--- src/rtl/bcd_mul_pkg.sv ---
// Shared types and constants for the sequential BCD digit multiplier.
// Optional feature macro: BCD_MUL_EARLY_EXIT_EN (used by bcd_mul_seq).
package bcd_mul_pkg;

  localparam int unsigned DIGIT_W   = 4;
  localparam int unsigned BCD_MAX   = 9;
  localparam int unsigned BCD_RADIX = 10;

  typedef logic [DIGIT_W-1:0] bcd_digit_t;

  typedef enum logic [1:0] {
    ST_IDLE = 2'd0,
    ST_MUL  = 2'd1,
    ST_DONE = 2'd2
  } state_t;

  // True when the 4-bit code is a legal decimal digit.
  function automatic logic is_bcd(input bcd_digit_t digit);
    return digit <= DIGIT_W'(BCD_MAX);
  endfunction

endpackage

--- src/rtl/bcd_digit_mul.sv ---
// Combinational single-digit BCD multiplier: x*y as two BCD digits {hi_c, lo_c}.
module bcd_digit_mul
  import bcd_mul_pkg::*;
(
  input  logic [DIGIT_W-1:0] x,
  input  logic [DIGIT_W-1:0] y,
  output logic [DIGIT_W-1:0] hi_c,
  output logic [DIGIT_W-1:0] lo_c
);

  localparam int unsigned PROD_W = 2 * DIGIT_W;

  logic [PROD_W-1:0] prod;

  // Binary product (max 81 for legal digits) split into tens and units.
  always_comb begin
    prod = PROD_W'(x) * PROD_W'(y);
    hi_c = DIGIT_W'(prod / PROD_W'(BCD_RADIX));
    lo_c = DIGIT_W'(prod % PROD_W'(BCD_RADIX));
  end

endmodule

--- src/rtl/bcd_mul_seq.sv ---
// Sequential BCD multiplier: DIGITS-digit BCD operand times one BCD digit,
// one digit per clock, least significant digit first.
// Optional feature macro: BCD_MUL_EARLY_EXIT_EN -- finish as soon as the
// remaining multiplicand digits and the carry are all zero.
module bcd_mul_seq
  import bcd_mul_pkg::*;
#(
  parameter int unsigned DIGITS = 4
) (
  input  logic                          clk,
  input  logic                          rst_n,
  input  logic                          start,
  input  logic [DIGIT_W*DIGITS-1:0]     a,
  input  logic [DIGIT_W-1:0]            b,
  output logic                          busy,
  output logic                          done,
  output logic [DIGIT_W*(DIGITS+1)-1:0] p,
  output logic                          err
);

  localparam int unsigned IDX_W    = (DIGITS > 1) ? $clog2(DIGITS) : 1;
  localparam int unsigned P_DIGITS = DIGITS + 1;
  localparam int unsigned SUM_W    = DIGIT_W + 1;

  state_t                           state;
  logic [DIGITS-1:0][DIGIT_W-1:0]   a_q;
  logic [DIGIT_W-1:0]               b_q;
  logic [DIGIT_W-1:0]               carry;
  logic [IDX_W-1:0]                 idx;
  logic [P_DIGITS-1:0][DIGIT_W-1:0] p_q;

  logic [DIGITS-1:0][DIGIT_W-1:0]   a_in;
  logic                             operands_ok;
  logic [DIGIT_W-1:0]               a_dig;
  logic [DIGIT_W-1:0]               hi;
  logic [DIGIT_W-1:0]               lo;
  logic [SUM_W-1:0]                 sum;
  logic [DIGIT_W-1:0]               dig;
  logic [DIGIT_W-1:0]               carry_nxt;
  logic                             last;
  logic                             finish;

  assign a_in  = a;
  assign a_dig = a_q[idx];
  assign last  = (idx == IDX_W'(DIGITS - 1));
  assign p     = p_q;

  // Every operand digit must be a legal decimal digit.
  always_comb begin
    operands_ok = is_bcd(b);
    for (int i = 0; i < int'(DIGITS); i++) begin
      if (!is_bcd(a_in[i])) operands_ok = 1'b0;
    end
  end

  bcd_digit_mul u_digit_mul (
    .x    (a_dig),
    .y    (b_q),
    .hi_c (hi),
    .lo_c (lo)
  );

  // Add incoming carry to the low product digit and decimal-adjust.
  always_comb begin
    sum = SUM_W'(lo) + SUM_W'(carry);
    if (sum > SUM_W'(BCD_MAX)) begin
      dig       = DIGIT_W'(sum - SUM_W'(BCD_RADIX));
      carry_nxt = hi + DIGIT_W'(1);
    end else begin
      dig       = DIGIT_W'(sum);
      carry_nxt = hi;
    end
  end

`ifdef BCD_MUL_EARLY_EXIT_EN
  logic upper_zero;

  // Nothing left to contribute once all higher multiplicand digits are zero.
  always_comb begin
    upper_zero = 1'b1;
    for (int i = 0; i < int'(DIGITS); i++) begin
      if (i > int'(idx) && a_q[i] != '0) upper_zero = 1'b0;
    end
  end

  // Higher product digits already hold their cleared zero, so stopping is exact.
  assign finish = last || ((upper_zero || b_q == '0) && carry_nxt == '0);
`else
  assign finish = last;
`endif

  // Control FSM with operand latch, digit index, carry chain and product register.
  always_ff @(posedge clk or negedge rst_n) begin
    if (!rst_n) begin
      state <= ST_IDLE;
      a_q   <= '0;
      b_q   <= '0;
      carry <= '0;
      idx   <= '0;
      p_q   <= '0;
      busy  <= 1'b0;
      done  <= 1'b0;
      err   <= 1'b0;
    end else begin
      done <= 1'b0;
      unique case (state)
        ST_IDLE: begin
          if (start) begin
            a_q   <= a_in;
            b_q   <= b;
            carry <= '0;
            idx   <= '0;
            p_q   <= '0;
            if (operands_ok) begin
              err   <= 1'b0;
              busy  <= 1'b1;
              state <= ST_MUL;
            end else begin
              err   <= 1'b1;
              busy  <= 1'b0;
              done  <= 1'b1;
              state <= ST_DONE;
            end
          end
        end
        ST_MUL: begin
          p_q[idx] <= dig;
          carry    <= carry_nxt;
          idx      <= idx + IDX_W'(1);
          if (last) p_q[P_DIGITS-1] <= carry_nxt;
          if (finish) begin
            busy  <= 1'b0;
            done  <= 1'b1;
            state <= ST_DONE;
          end
        end
        ST_DONE: state <= ST_IDLE;
        default: state <= ST_IDLE;
      endcase
    end
  end

endmodule

--- config.mk ---
export PLATFORM = sky130hd
export DESIGN_NAME = bcd_mul_seq
export DESIGN_NICKNAME = d
export VERILOG_FILES = /design/src/rtl/bcd_mul_pkg.sv /design/src/rtl/bcd_digit_mul.sv /design/src/rtl/bcd_mul_seq.sv
export SDC_FILE = /design/constraint.sdc
export NUM_CORES = 1
export LEC_CHECK = 0
export CAP_MARGIN = 40
export CELL_PAD_IN_SITES_DETAIL_PLACEMENT = 1
export CELL_PAD_IN_SITES_GLOBAL_PLACEMENT = 1
export CORE_UTILIZATION = 30
export DETAILED_ROUTE_END_ITERATION = 12
export HOLD_SLACK_MARGIN = 0.15
export PLACE_DENSITY = 0.7
export SLEW_MARGIN = 20
export SYNTH_ARGS = -nofsm -noshare
export SYNTH_HDL_FRONTEND = slang
export SYNTH_SLANG_ARGS = --single-unit
--- constraint.sdc ---
create_clock -name clk -period 8.35 [get_ports clk]
set_clock_uncertainty 0.05 [all_clocks]
set_input_delay 1.67 -clock clk [delete_from_list [all_inputs] [get_ports clk]]
set_output_delay 1.67 -clock clk [all_outputs]
set_load 0.05 [all_outputs]
# Word level (Yosys, flattened, before mapping)
# Index checks and enable logic that the tools add are counted.
[word_totals]
input_bits = 23
out_inout_bits = 23
word_cells = 73
reg_bits = 51
[op_classes]
order_cmp = 9
mul = 1
n_mux = 30
reduce_logical = 7
div_mod_pow = 2
addsub = 4
eq_ne = 4
[op_table]
columns = ["operator", "count"]
rows = [
  ["20-bit one-hot mux with 2 select lines", 1],
  ["4-bit two-way mux", 6],
  ["20-bit bitwise mux", 1],
  ["4-bit less-or-equal comparator, second input constant", 5],
  ["20-bit two-way mux", 1],
  ["1-bit two-way mux", 10],
  ["4-bit binary-select mux with 2-bit select", 1],
  ["4-bit demux with 2-bit select", 1],
  ["8-bit by 4-bit divider with 8-bit output, second input constant", 1],
  ["8-bit by 4-bit remainder unit with 8-bit output, second input constant", 1],
  ["4-bit by 4-bit multiplier with 8-bit output", 1],
  ["2-bit two-way mux", 4],
  ["2-bit one-hot mux with 2 select lines", 2],
  ["4-bit one-hot mux with 2 select lines", 1],
  ["2-bit AND reduction", 3],
  ["4-bit by 4-bit adder with 5-bit output", 1],
  ["5-bit by 4-bit > comparator with 1-bit output, second input constant", 1],
  ["4-bit by 1-bit adder with 4-bit output, second input constant", 1],
  ["2-bit by 4-bit < comparator with 1-bit output, second input constant", 1],
  ["2-bit != test, second input constant", 2],
  ["1-bit one-hot mux with 2 select lines", 2],
  ["4-bit subtractor, second input constant", 1],
  ["2-bit by 3-bit < comparator with 1-bit output, second input constant", 1],
  ["3-bit AND reduction", 1],
  ["7 further kinds", 7],
]

# Logic depth before layout (Yosys ltp)
[depth]
ltp_word = 10
depth_mapped = 27
mapped_depth_nobuf = 25

# Modules after synthesis
# A second synthesis with hierarchy kept.
[unflattened]
hier_cells = 425
hier_area_um2 = 3829.9
[by_module_without_submodules]
columns = ["module", "seq_area_each_um2", "cells_per_inst", "area_per_inst_um2", "n_inst"]
rows = [
  ["bcd_mul_seq", 1276.2, 270, 2601.2, 1],
  ["bcd_digit_mul", 0.0, 155, 1228.7, 1],
]

# Least setup slack after synthesis
# OpenSTA, ideal clock, no wires.
[synth_timing]
path_type = "reg2reg"
from = "reg idx[0]"
to = "reg carry[3]"
synth_period_minus_slack_ns = 7.085
required_time_ns = 8.178
path_stages_with_launch = 26
arrival_ns = 6.913
setup_time_ns = 0.122
path_buffers = 2
setup_slack_ns = 1.265
path_cell_list = "dfrtp_1 clkbuf_1 mux4_2 and2_1 fa_1 fa_1 inv_1 fa_1 nand2b_2 a21oi_4 xnor2_1 o31ai_2 nand2_2 buf_6 a32o_1 a221oi_2 nor2_1 a211oi_4 xnor2_1 fa_1 xnor2_1 and2_1 o21ai_1 nand3_1 or3_1 a32o_1"
[synth_between]
elab_chain_cells = 8
word_cells_on_any_way = 10
classes_between = "add/sub: 2; mul: 1; div: 2; order compare: 1; mux: 4"
[synth_lines]
columns = ["element", "line_no", "text"]
rows = [
  ["start: declaration", "bcd_mul_seq.sv:29", "logic [IDX_W-1:0] idx;"],
  ["start signal: assignment", "bcd_mul_seq.sv:129", "idx <= idx + IDX_W'(1);"],
  ["4-bit binary-select mux with 2-bit select (*)", "bcd_mul_seq.sv:44", "assign a_dig = a_q[idx];"],
  ["4-bit two-way mux (implied by the code) (*)", "bcd_mul_seq.sv:44", ""],
  ["4-bit by 4-bit multiplier with 8-bit output (*)", "bcd_digit_mul.sv:17", "prod = PROD_W'(x) * PROD_W'(y);"],
  ["8-bit by 4-bit remainder unit with 8-bit output", "bcd_digit_mul.sv:19", "lo_c = DIGIT_W'(prod % PROD_W'(BCD_RADIX));"],
  ["4-bit by 4-bit adder with 5-bit output", "bcd_mul_seq.sv:65", "sum = SUM_W'(lo) + SUM_W'(carry);"],
  ["5-bit by 4-bit > comparator with 1-bit output", "bcd_mul_seq.sv:66", "if (sum > SUM_W'(BCD_MAX)) begin"],
  ["4-bit two-way mux (*)", "bcd_mul_seq.sv:66", ""],
  ["4-bit one-hot mux with 2 select lines (*)", "bcd_mul_seq.sv:106", "unique case (state)"],
  ["end signal: assignment", "bcd_mul_seq.sv:128", "carry <= carry_nxt;"],
  ["end: declaration", "bcd_mul_seq.sv:28", "logic [DIGIT_W-1:0] carry;"],
]
# Mark *: on every way between the ends. The rest lies on a longest branch, timed or not. The select of a mux whose other input is x is not followed.
# A chain may end at the register's enable or synchronous reset.

# Worst setup path after layout
# Ends and elaborated chain as after synthesis.

==> qor.yml <==
synth:
  synth_mux_area_share_pct: 10.5
  synth_nets: 378
  synth_compound_area_share_pct: 18.0
  synth_top_family_by_area: "compound AO/OA/AOI/OAI gates"
  synth_xor_area_share_pct: 4.06
  synth_area_um2: 3420
  synth-seq-cells: 51
  synth-adder-area-share_pct: 11.4
  synth_area_leaders: "dfrtp_1 (37%), ha_1 (8.0%), mux2_2 (7.2%)"
  synth_ff_type: "dfrtp_1"
  synth.avg_cell_area_um2: 10.4
  synth_cells: 328
  synth_edf_count: 0
  ys_warn_count: 0
  ys_seq_area_share_pct: 37.3
  synth_top_cell_area_share_pct: 37.3
  yosys.area_share.simple_pct: 15.4
  synth.distinct_cells: 65
  async_flop_share_pct: 100
  synth_top_area_cell: "dfrtp_1"
layout:
  layout_common_cells: "dfrtp_1 (51), clkdlybuf4s50_1 (44), nand2_1 (29)"
  num_antenna_cells: 0
  areaGrowthSynthToFinish_pct: 21.5
  finalNetCount: 419
  fillers: 1218
  drive_above_1_share_pct: 14.9
  layout_commonest_cell: "dfrtp_1"
global_route:
  grt_pass1_vias: 2828
  grt_max_degree: 52
  grt_usage_pct: 14.8
  grt-ovfl-total: 0
  antenna_found_initial: 0
  grt_pass1_wl_um: 13700
hold_path:
  hold_depth: 2
  min_to: "p[3]$_DFFE_PN0P_"
  hold_start: "p[3]$_DFFE_PN0P_"
  hold_path.class: "register to register"
cts:
  numCtsBuffers: 5
  cts.sinks: 51
  cts-resized-gates: 0
  clk_pin_slew_ps: 70
  post-cts-setup-buffers: 0
  clk_path_buf_depth: 2
  hold_buffers: 0
  cts_tree: "built"
  clk_latency_ps: 290
  htree_levels: 2
  clockRootBuffer: "clkbuf_16"
timing:
  tightest_slew_ps: 732
  rsz0062_at_grt: "no"
  min_period_ps: 7710
  hold_viol_final: 0
  fin_tns_setup_ps: 0
  finalCritPeriodShare_pct: 92.4
  clock.fmax_mhz: 130
  slew_violations: 0
  finalSetupViolCount: 0
  slew_headroom_pct: 50.9
die:
  start_util_pct: 31.1
  dieArea_um2: 11800
  core_um2: 11000
  dieHeight_um: 109
  rows: 38
  pin_count: 46
  die_w_um: 109
placement:
  place_congestion: 0.902
  port_buffers: 45
  hpwl_um: 6340
drt:
  wl_met3_um: 208
  wl_per_cell_um: 16.1
  vias: 2663
  drt-total-wl_um: 8210
  dr.pass1.iters: 4
  viasPerCell: 5.22
  wl_met1_um: 3840
  top_layer: "met4"
  ant_nets: 0
  dr.first_iter.drc_count: 57
  drc: 0
  met2_length_um: 4030
critical_path:
  r2r-end: "carry[3]$_DFFE_PN0P_"
  rr_worst_depth: 24
  worst_setup_path_start_kind: "register"
  path_class: "register to register"
  critPathCaptureType: "register"
  critPathRequiredTime_ps: 8490
  r2r_slack_ps: 640
  arrival_ps: 7850
  cp_max_fo: 12
  cp-startpoint: "idx[0]$_DFFE_PN0P_"
  r2r_start: "idx[0]$_DFFE_PN0P_"
run:
  drv_cap: 0
status:
  outcome: "finished, final reports clean"
## layout make-up
type / count / area, um^2 / share of cell area, %
Tap cell: 140 / 175 / 4.22
Multi-Input combinational cell: 249 / 2030 / 48.9
Sequential cell: 51 / 1280 / 30.7
Clock inverter: 3 / 22.5 / 0.542
Inverter: 13 / 48.8 / 1.17
Clock buffer: 5 / 125 / 3.01
Timing Repair Buffer: 49 / 475 / 11.4
## Yosys cell counts, types with 3 or more instances
cell,instances
nor3_1,6
and3_1,3
nor2_1,17
xnor2_1,10
mux2_2,22
nand3b_1,3
mux4_2,4
nand2_1,29
o21ai_0,20
a21o_1,4
a32o_1,11
dfrtp_1,51
a22o_1,7
nand3_1,6
a21oi_1,10
clkbuf_1,10
ha_1,22
and2_1,18
fa_1,5
inv_1,13
xor2_1,4
o21bai_1,3
## per-layer routing
metal	track usage, %	vias to the layer above
li1	-	1274
met1	19.0	1340
met2	25.6	41
met3	2.15	8
met4	4.25	0
met5	0	-
## registers in the layout, summed over array words and instances (netlist names)
register	count
p	20
state	2
idx	2
busy	1
done	1
err	1
a_q	16
carry	4
b_q	4
## worst max path at each step
stage                            to  depth (start not counted)
6_report       carry[3]$_DFFE_PN0P_                         24
5_1_grt        carry[3]$_DFFE_PN0P_                         23
4_1_cts        carry[3]$_DFFE_PN0P_                         24
3_5_place_dp   carry[3]$_DFFE_PN0P_                         24
3_3_place_gp   carry[3]$_DFFE_PN0P_                         23
2_1_floorplan  carry[3]$_DFFE_PN0P_                         25
## critical path, cell delays in order (launching register included)
cell      delay (ps)
dfrtp_1          590
mux4_2           590
and2_1           210
fa_1             500
fa_1             540
inv_1             70
fa_1             490
nand2b_2         230
a21oi_4          230
xnor2_1          160
o31ai_2          350
nand2_2          240
a32o_1           310
a221oi_2         330
nor2_1           130
a211oi_4         310
xnor2_1          230
ha_1             290
a21o_1           150
a21oi_1          190
xor2_1           130
o21ai_1          470
nand3_1          180
or3_1            360
a32o_1           270
## through the flow
stage	instances	utilization [%]	setup slack [ps]	area, um^2	hold slack (ps)
after floorplan	328	-	1270	3420	406
after global placement	502	36.5	884	4010	417
after detailed placement	502	36.5	606	4010	424
after CTS	510	37.8	580	4160	440
after global routing	510	37.8	187	4160	465
final	510	37.8	638	4160	438
## kinds of logic (layout without fill, tap and decap cells)
logic type                 Yosys count  in the layout
xor gates and xnor gates            15             15
muxes                               28             28
buffers and inverters               28             70
DFF                                 51             51
and+or+nand+nor                     99             99
AOI/OAI and AO/OA                   79             79
adders and majority gates           28             28
Power is not shown: default switching activity piles up to over one toggle a cycle in this logic, so the estimate is an artifact.
